### src/rtl/neuron_mac_seq_if.sv
// Handshake and configuration bundle for neuron_mac_seq: vector input, result output
// and the weight/bias load port.
interface neuron_mac_seq_if #(
   parameter int DATA_WIDTH = 8,
   parameter int N_INPUTS   = 6,
   parameter int ACC_WIDTH  = DATA_WIDTH + 6,
   parameter int IDX_W      = $clog2(N_INPUTS + 1)
);
   logic [N_INPUTS*DATA_WIDTH-1:0] x_flat;
   logic                           in_valid;
   logic                           in_ready;
   logic [1:0]                     act_mode;
   logic                           cfg_we;
   logic [IDX_W-1:0]               cfg_addr;
   logic signed [DATA_WIDTH-1:0]   cfg_data;
   logic                           cfg_ready;
   logic signed [ACC_WIDTH-1:0]    y;
   logic                           out_valid;
   logic                           out_ready;

   modport master (
      output x_flat, in_valid, act_mode, cfg_we, cfg_addr, cfg_data, out_ready,
      input  in_ready, cfg_ready, y, out_valid
   );

   modport slave (
      input  x_flat, in_valid, act_mode, cfg_we, cfg_addr, cfg_data, out_ready,
      output in_ready, cfg_ready, y, out_valid
   );
endinterface

### src/rtl/neuron_mac_seq.sv
// Fixed-point neuron: loadable weights/bias, one shared multiplier stepping through
// the fan-in, selectable activation, valid/ready on input and output.
module neuron_mac_seq #(
   parameter int DATA_WIDTH = 8,
   parameter int FRAC_BITS  = 4,
   parameter int N_INPUTS   = 6,
   parameter int ACC_WIDTH  = DATA_WIDTH + 6,
   parameter int IDX_W      = $clog2(N_INPUTS + 1)
) (
   input logic clk,
   input logic rst,
   neuron_mac_seq_if.slave bus
);
   typedef enum logic [1:0] {IDLE, MAC, ACT, OUT} state_t;

   localparam int PW = 2 * DATA_WIDTH;
   localparam int AW = (N_INPUTS > 1) ? $clog2(N_INPUTS) : 1;
   localparam logic signed [ACC_WIDTH-1:0] SAT_MAX = ACC_WIDTH'(2 ** (DATA_WIDTH - 1) - 1);
   localparam logic signed [ACC_WIDTH-1:0] SAT_MIN = ACC_WIDTH'(-(2 ** (DATA_WIDTH - 1)));

   state_t state_reg, state_next;

   logic signed [DATA_WIDTH-1:0] x_in      [N_INPUTS];
   logic signed [DATA_WIDTH-1:0] x_reg     [N_INPUTS];
   logic signed [DATA_WIDTH-1:0] w_reg     [N_INPUTS];
   // Weights captured at accept, so a write committed in the accept cycle
   // only affects the following vector.
   logic signed [DATA_WIDTH-1:0] w_run_reg [N_INPUTS];
   logic signed [DATA_WIDTH-1:0] bias_reg;
   logic [1:0]                   mode_reg;
   logic signed [ACC_WIDTH-1:0]  acc_reg;
   logic signed [ACC_WIDTH-1:0]  y_reg;
   logic [IDX_W-1:0]             idx_reg;

   logic                         accept;
   logic                         cfg_commit;
   logic                         last_term;
   logic [AW-1:0]                idx_trim;
   logic [AW-1:0]                cfg_idx;
   logic signed [PW-1:0]         x_ext, w_ext, prod, prod_sh;
   logic signed [ACC_WIDTH-1:0]  term;
   logic signed [ACC_WIDTH-1:0]  bias_ext;
   logic signed [ACC_WIDTH-1:0]  relu_val, act_val;
   logic                         in_ready_c, cfg_ready_c, out_valid_c;

   genvar gi;
   generate
      for (gi = 0; gi < N_INPUTS; gi++) begin : g_unpack
         assign x_in[gi] = bus.x_flat[gi*DATA_WIDTH +: DATA_WIDTH];
      end
   endgenerate

   assign accept     = (state_reg == IDLE) && bus.in_valid;
   assign cfg_commit = (state_reg == IDLE) && bus.cfg_we && (bus.cfg_addr <= IDX_W'(N_INPUTS));
   assign last_term  = (idx_reg == IDX_W'(N_INPUTS - 1));
   assign idx_trim   = idx_reg[AW-1:0];
   assign cfg_idx    = bus.cfg_addr[AW-1:0];

   assign x_ext   = {{DATA_WIDTH{x_reg[idx_trim][DATA_WIDTH-1]}}, x_reg[idx_trim]};
   assign w_ext   = {{DATA_WIDTH{w_run_reg[idx_trim][DATA_WIDTH-1]}}, w_run_reg[idx_trim]};
   assign prod    = x_ext * w_ext;
   assign prod_sh = prod >>> FRAC_BITS;

   generate
      if (ACC_WIDTH > PW) begin : g_term_ext
         assign term = {{(ACC_WIDTH-PW){prod_sh[PW-1]}}, prod_sh};
      end else begin : g_term_trunc
         assign term = prod_sh[ACC_WIDTH-1:0];
      end
   endgenerate

   // ACC_WIDTH is assumed wider than DATA_WIDTH.
   assign bias_ext = {{(ACC_WIDTH-DATA_WIDTH){bias_reg[DATA_WIDTH-1]}}, bias_reg};

   always_comb begin
      relu_val = (mode_reg[0] && acc_reg[ACC_WIDTH-1]) ? '0 : acc_reg;
      act_val  = relu_val;
      if (mode_reg[1]) begin
         if (relu_val > SAT_MAX)      act_val = SAT_MAX;
         else if (relu_val < SAT_MIN) act_val = SAT_MIN;
      end
   end

   always_ff @(posedge clk or posedge rst) begin
      if (rst) state_reg <= IDLE;
      else     state_reg <= state_next;
   end

   always_comb begin
      state_next = state_reg;
      case (state_reg)
         IDLE:    if (bus.in_valid) state_next = MAC;
         MAC:     if (last_term)    state_next = ACT;
         ACT:                       state_next = OUT;
         OUT:     if (bus.out_ready) state_next = IDLE;
         default:                   state_next = IDLE;
      endcase
   end

   always_comb begin
      in_ready_c  = (state_reg == IDLE);
      cfg_ready_c = (state_reg == IDLE);
      out_valid_c = (state_reg == OUT);
   end

   always_ff @(posedge clk or posedge rst) begin
      if (rst) begin
         for (int i = 0; i < N_INPUTS; i++) begin
            x_reg[i]     <= '0;
            w_reg[i]     <= '0;
            w_run_reg[i] <= '0;
         end
         bias_reg <= '0;
         mode_reg <= '0;
         acc_reg  <= '0;
         y_reg    <= '0;
         idx_reg  <= '0;
      end else begin
         if (cfg_commit) begin
            if (bus.cfg_addr == IDX_W'(N_INPUTS)) bias_reg <= bus.cfg_data;
            else                                  w_reg[cfg_idx] <= bus.cfg_data;
         end
         case (state_reg)
            IDLE: if (accept) begin
               for (int i = 0; i < N_INPUTS; i++) begin
                  x_reg[i]     <= x_in[i];
                  w_run_reg[i] <= w_reg[i];
               end
               mode_reg <= bus.act_mode;
               acc_reg  <= bias_ext;
               idx_reg  <= '0;
            end
            MAC: begin
               acc_reg <= acc_reg + term;
               idx_reg <= idx_reg + IDX_W'(1);
            end
            ACT:     y_reg <= act_val;
            default: ;
         endcase
      end
   end

   assign bus.in_ready  = in_ready_c;
   assign bus.cfg_ready = cfg_ready_c;
   assign bus.out_valid = out_valid_c;
   assign bus.y         = y_reg;
endmodule

### src/flat_wrapper.sv
// flat-port wrapper written by rule: the top's interface ports become plain ports
module neuron_mac_seq_flat 
#(
   parameter int DATA_WIDTH = 8,
   parameter int FRAC_BITS  = 4,
   parameter int N_INPUTS   = 6,
   parameter int ACC_WIDTH  = DATA_WIDTH + 6,
   parameter int IDX_W      = $clog2(N_INPUTS + 1)
)
  (clk, rst, bus_x_flat, bus_in_valid, bus_act_mode, bus_cfg_we, bus_cfg_addr, bus_cfg_data, bus_out_ready, bus_in_ready, bus_cfg_ready, bus_y, bus_out_valid);
  neuron_mac_seq_if #(.DATA_WIDTH(DATA_WIDTH), .N_INPUTS(N_INPUTS), .ACC_WIDTH(ACC_WIDTH), .IDX_W(IDX_W)) bus_i ();
  input logic clk;
  input logic rst;
  input wire logic [$bits(bus_i.x_flat)-1:0] bus_x_flat;
  input wire logic [$bits(bus_i.in_valid)-1:0] bus_in_valid;
  input wire logic [$bits(bus_i.act_mode)-1:0] bus_act_mode;
  input wire logic [$bits(bus_i.cfg_we)-1:0] bus_cfg_we;
  input wire logic [$bits(bus_i.cfg_addr)-1:0] bus_cfg_addr;
  input wire logic [$bits(bus_i.cfg_data)-1:0] bus_cfg_data;
  input wire logic [$bits(bus_i.out_ready)-1:0] bus_out_ready;
  output wire logic [$bits(bus_i.in_ready)-1:0] bus_in_ready;
  output wire logic [$bits(bus_i.cfg_ready)-1:0] bus_cfg_ready;
  output wire logic [$bits(bus_i.y)-1:0] bus_y;
  output wire logic [$bits(bus_i.out_valid)-1:0] bus_out_valid;
  assign bus_i.x_flat = bus_x_flat;
  assign bus_i.in_valid = bus_in_valid;
  assign bus_i.act_mode = bus_act_mode;
  assign bus_i.cfg_we = bus_cfg_we;
  assign bus_i.cfg_addr = bus_cfg_addr;
  assign bus_i.cfg_data = bus_cfg_data;
  assign bus_i.out_ready = bus_out_ready;
  assign bus_in_ready = bus_i.in_ready;
  assign bus_cfg_ready = bus_i.cfg_ready;
  assign bus_y = bus_i.y;
  assign bus_out_valid = bus_i.out_valid;
  neuron_mac_seq #(.DATA_WIDTH(DATA_WIDTH), .FRAC_BITS(FRAC_BITS), .N_INPUTS(N_INPUTS), .ACC_WIDTH(ACC_WIDTH), .IDX_W(IDX_W)) u_core (.clk(clk), .rst(rst), .bus(bus_i));
endmodule
### config.mk
export PLATFORM = sky130hd
export DESIGN_NAME = neuron_mac_seq_flat
export DESIGN_NICKNAME = d
export VERILOG_FILES = /design/src/rtl/neuron_mac_seq_if.sv /design/src/rtl/neuron_mac_seq.sv /design/src/flat_wrapper.sv
export SDC_FILE = /design/constraint.sdc
export NUM_CORES = 1
export LEC_CHECK = 0
export CAP_MARGIN = 25
export CORE_AREA = 2 2 133 160
export CTS_BUF_LIST = sky130_fd_sc_hd__clkbuf_16
export DETAILED_ROUTE_END_ITERATION = 7
export DIE_AREA = 0 0 135 162
export PLACE_DENSITY = 0.75
export SYNTH_ARGS = -nofsm -noshare
export SYNTH_HDL_FRONTEND = slang
export SYNTH_SLANG_ARGS = --single-unit
### constraint.sdc
create_clock -name clk -period 7.9 [get_ports clk]
set_clock_uncertainty 0.2 [all_clocks]
set_input_delay 1.58 -clock clk [delete_from_list [all_inputs] [get_ports clk]]
set_output_delay 1.58 -clock clk [all_outputs]
set_load 0.03 [all_outputs]
== Word level (Yosys, flattened, before mapping) ==
Index checks and enable logic that the tools add are counted.

* Input port bits: 66
* Output and inout port bits: 17
* Register bits after elaboration: 187
* Logic and storage cells: 78

* Multiplexer cells: 21
* Magnitude comparators: 6
* Add/sub/neg operators: 2
* Bitwise gates (word level): 3
* Multiply operators: 1
* Equality and inequality tests: 9
* Reductions and logical operators: 12

{| class="wikitable"
|+ Operators with widths
! kind !! count
|-
| 14-bit 2-to-1 mux || 5
|-
| 8-bit binary-select mux with 3-bit select || 2
|-
| 48-bit bitwise mux || 1
|-
| 8-bit 2-to-1 mux || 5
|-
| 14-bit one-hot mux with 2 select lines || 1
|-
| 8-bit demux with 3-bit select || 1
|-
| 8-bit by 8-bit multiplier with 16-bit output || 1
|-
| 14-bit by 12-bit adder with 14-bit output || 1
|-
| 14-bit by 8-bit greater-than comparator with 1-bit output, second input constant || 1
|-
| 14-bit by 8-bit < comparator with 1-bit output, second input constant || 1
|-
| 4-bit greater-or-equal comparator, second input constant || 2
|-
| 3-bit NOT with 4-bit output || 2
|-
| 2-bit one-hot mux with 4 select lines || 1
|-
| 2-bit AND reduction || 4
|-
| 3-bit equality test, second input constant || 2
|-
| 2-bit 2-to-1 mux || 3
|-
| 3-bit one-hot mux with 2 select lines || 1
|-
| 1-bit logical AND || 5
|-
| 2-bit equality test, second input constant || 2
|-
| 4-bit by 1-bit < comparator with 1-bit output, second input constant || 1
|-
| 2-bit by 1-bit inequality test with 1-bit output, second input constant || 2
|-
| 2-bit inequality test, second input constant || 2
|-
| 3-bit by 1-bit adder with 3-bit output, second input constant || 1
|-
| 3-bit less-or-equal comparator, second input constant || 1
|-
| other kinds (6) || 6
|}

== Depth between registers and ports, before layout ==
* Word-level depth: 7
* Mapped depth: 31
* Depth with buffers taken out: 29

== Worst setup path after synthesis ==
OpenSTA, ideal clock, no wires.

* Path kind: register -> register
* Start: register u_core.idx_reg[0]
* End: register u_core.acc_reg[13]
* Buffers on the path: 2
* Data required time: 7.596 ns
* Library setup time: 0.104 ns
* Arrival: 6.808 ns
* Slack: 0.788 ns
* Cell stages (with the launch flop): 29
* Clock period less this slack: 7.112 ns
* Cells stage by stage: dfrtp_1 -> buf_2 -> buf_2 -> mux4_2 -> a21oi_1 -> nand2b_1 -> fa_1 -> fa_1 -> inv_1 -> fa_1 -> inv_1 -> fa_1 -> inv_1 -> ha_1 -> a21o_1 -> a21oi_1 -> nand2_1 -> and2_1 -> o21a_1 -> nor2_1 -> xnor2_1 -> ha_1 -> a21o_1 -> a31o_1 -> nor4_1 -> a21oi_1 -> xnor2_1 -> xnor2_1 -> a221oi_1

* Word-level cells in the longest chain between the ends: 7
* Elaborated cells on any way between the ends: 10
* Classes of those cells: add/sub: 1; mul: 1; mux: 7; bitwise: 1

{| class="wikitable"
|+ RTL lines
! element !! line !! source
|-
| start: declaration || neuron_mac_seq.sv:33 || <nowiki>logic [IDX_W-1:0] idx_reg;</nowiki>
|-
| start signal: assignment || neuron_mac_seq.sv:135 || <nowiki>idx_reg <= idx_reg + IDX_W'(1);</nowiki>
|-
| 3-bit NOT with 4-bit output (implied by the code) (*) || neuron_mac_seq.sv:59, neuron_mac_seq.sv:60 ||
|-
| 8-bit binary-select mux with 3-bit select, on equally long branches || neuron_mac_seq.sv:59, neuron_mac_seq.sv:60 ||
|-
| 8-bit 2-to-1 mux, on equally long branches (2 in series) || neuron_mac_seq.sv:59, neuron_mac_seq.sv:60 ||
|-
| 8-bit by 8-bit multiplier with 16-bit output (*) || neuron_mac_seq.sv:61 || <nowiki>assign prod = x_ext * w_ext;</nowiki>
|-
| 14-bit by 12-bit adder with 14-bit output (*) || neuron_mac_seq.sv:134 || <nowiki>acc_reg <= acc_reg + term;</nowiki>
|-
| 14-bit one-hot mux with 2 select lines (*) || neuron_mac_seq.sv:123 || <nowiki>case (state_reg)</nowiki>
|-
| end signal: assignment || neuron_mac_seq.sv:130 || <nowiki>acc_reg <= bias_ext;</nowiki>
|-
| end signal: assignment || neuron_mac_seq.sv:134 ||
|-
| end: declaration || neuron_mac_seq.sv:31 || <nowiki>logic signed [ACC_WIDTH-1:0] acc_reg;</nowiki>
|}

Mark *: on every way between the ends. The rest lies on a longest branch, timed or not. The select of a mux whose other input is x is not followed.
A chain may end at the register's enable or synchronous reset.

== Worst setup path after layout ==
Ends and elaborated chain as after synthesis.

==> flow_metrics.py <==
metrics = {
    "die": {
        "io_pins": 83,
        "die_w_um": 135,
        "die_h_um": 162,
        "die-area_sq_um": 21900,
        "placeableCoreArea_sq_um": 20300,
        "rows": 57,
        "start_util_pct": 54.3,
    },
    "cells_and_area": {
        "area_growth_pct": 16.6,
        "final_cell_mix": "dfrtp_1 (186), mux2_2 (147), inv_1 (91), nor2_1 (90), clkdlybuf4s50_1 (82)",
        "layout-drive-gt1-share_pct": 22.6,
        "final_common_cell": "dfrtp_1",
        "nFillCells": 1562,
        "multi_input_area_sq_um": 5860,
        "nNetsFinal": 1189,
        "n_antenna_cell": 0,
        "seqCellArea_sq_um": 4680,
        "finalInstanceArea_sq_um": 12800,
    },
    "global_route": {
        "grt_pass1_vias": 7601,
        "grt_max_degree": 116,
        "track_usage_pct": 22.0,
        "antenna_found_initial": 0,
        "grt.overflow.total": 0,
        "grt_pass1_wl_mm": 38.0,
    },
    "cts": {
        "cts_tree": "done",
        "postCtsSetupRepairBufs": 0,
        "numClockSinks": 187,
        "clock_latency_ns": 0.43,
        "htreeDepth": 4,
        "cts.path.max_buffers": 2,
        "cts_buffers": 17,
        "clkTransAtPathRegs_ns": 0.07,
        "cts_hold_buf": 0,
        "clockRootBuffer": "clkbuf_16",
        "ctsResizeCount": 0,
    },
    "setup_path": {
        "crit_start": "u_core.idx_reg[0]$_DFFE_PP0P_",
        "end_kind": "register",
        "crit_path_max_fanout": 12,
        "critPathMaxStageDelay_ns": 0.57,
        "path_class": "reg2reg",
        "worst_ep_arrival_time_ns": 7.48,
        "cp_slowest_cell": "dfrtp_4",
        "r2r-start": "u_core.idx_reg[0]$_DFFE_PP0P_",
        "cp-start-kind": "register",
        "worstPathRequired_ns": 8.02,
    },
    "timing": {
        "slew_viol_final": 0,
        "fin_crit_sh_pct": 93.2,
        "grt_setup_unrepaired": "false",
        "tns_ns": 0,
        "tightest_slew_ns": 0.981,
        "relSlewSlack_pct": 34.4,
        "finalSetupViolCount": 0,
        "hold_violations": 0,
        "fin_crit_ns": 7.36,
        "fmax_ghz": 0.136,
    },
    "route": {
        "drt-initial-drc-count": 506,
        "wirelength_mm": 22.8,
        "ant_nets": 0,
        "vias": 7153,
        "avgViaCountPerCell": 5.52,
        "wire_per_inst_um": 17.6,
        "firstDrtPassIters": 4,
        "drc": 0,
    },
    "worst_hold_path": {
        "hold_class": "reg2reg",
        "min_from": "u_core.w_reg[47]$_DFFE_PP0P_",
    },
    "synth": {
        "ys_seq_area_share_pct": 42.5,
        "synth_top_flop_cell": "dfrtp_1",
        "syn_nets": 1097,
        "ys_ff_latch": 187,
        "synth_cell_types": 55,
        "syn_inst": 927,
        "synth_edf_count": 0,
        "synth.cell_area_sq_um": 11000,
        "ys.warnings.count": 0,
        "avgSynthCellArea_sq_um": 11.9,
        "ys_async_sr_fraction_pct": 100,
    },
    "placed_design": {
        "routabilityCongestion": 0.915,
        "port_buffers": 82,
        "place_area_sq_um": 12200,
        "hpwl_mm": 17.1,
    },
    "run_status": {
        "status": "completed",
    },
    "run": {
        "max-cap-violations": 0,
    },
}
path summary, 6_finish.rpt:
| check | end | slack, ns | depth (start not counted) |
|---|---|---|---|
| setup / recovery | u_core.acc_reg[13]$_DFFE_PP0P_ | 0.54 | 28 |
| hold / removal | u_core.w_reg[47]$_DFFE_PP0P_ | 0.29 | 1 |
| setup reg to reg | u_core.acc_reg[13]$_DFFE_PP0P_ | 0.54 | 28 |
| hold reg to reg | u_core.w_reg[47]$_DFFE_PP0P_ | 0.29 | 1 |
| max in group asynchronous | u_core.x_reg[37]$_DFFE_PP0P_ | 4.65 | 4 |
| min in group asynchronous | u_core.w_run_reg[2]$_DFFE_PP0P_ | 1.21 | 2 |
layout make-up:
type,count,area share (%)
clock inverter,15,1.40
timing repair buffer,101,7.67
tap,265,2.58
multi-input combinational,617,45.7
sequential,187,36.5
clock buffer,17,3.32
inverter,95,2.82
synth_stat cells (14+ instances only):
master / instances / area [sq um]
dfrtp_1: 187 / 4680
mux2_2: 147 / 1660
inv_1: 92 / 345
nor2_1: 90 / 338
fa_1: 55 / 1100
ha_1: 49 / 613
a21oi_1: 43 / 215
nand2_1: 28 / 105
xnor2_1: 22 / 193
mux2i_1: 21 / 210
clkbuf_1: 18 / 67.6
mux4_2: 16 / 360
o21ai_1: 14 / 70.1
per-layer routing:
layer | GRT usage [%] | vias up | routed length (um)
met5 | 0 | - | 0
met4 | 7.29 | 0 | 463
met3 | 3.09 | 30 | 508
met2 | 37.9 | 104 | 12100
met1 | 28.8 | 3662 | 9810
li1 | - | 3357 | -
metrics by stage:
| stage | hold WS, ns | cells | setup WS, ns | util (%) |
|---|---|---|---|---|
| finish | 0.294 | 1297 | 0.541 | 63.3 |
| global route | 0.310 | 1297 | 0.0246 | 63.3 |
| CTS | 0.296 | 1296 | 0.383 | 63.1 |
| detailed placement | 0.281 | 1264 | 0.394 | 60.1 |
| global placement | 0.272 | 1264 | 0.556 | 60.1 |
| floorplan | 0.260 | 927 | 0.788 | - |
worst max-delay path: cells and delay by family, from the launching register on:
kind | cells | cell delay (ns)
xor gates and xnor gates | 3 | 0.40
DFF | 1 | 0.57
AOI/OAI and AO/OA | 8 | 1.65
and+or+nand+nor | 5 | 0.66
muxes | 1 | 0.57
buffers and inverters | 5 | 0.48
adders and majority gates | 6 | 2.70
kinds of logic (layout without fill, tap and decap cells):
group	Yosys count	after routing	share of synthesized area [%]
muxes	192	192	21.1
DFF	187	187	42.5
and+or+nand+nor	177	177	7.52
buffers and inverters	123	228	4.33
AOI/OAI and AO/OA	117	117	6.81
adders and majority gates	104	104	15.6
xor gates and xnor gates	27	27	2.15
Power is left out: the tool's default activity adds up to more than one toggle a clock period on the data nets, which glitch-free logic cannot reach.
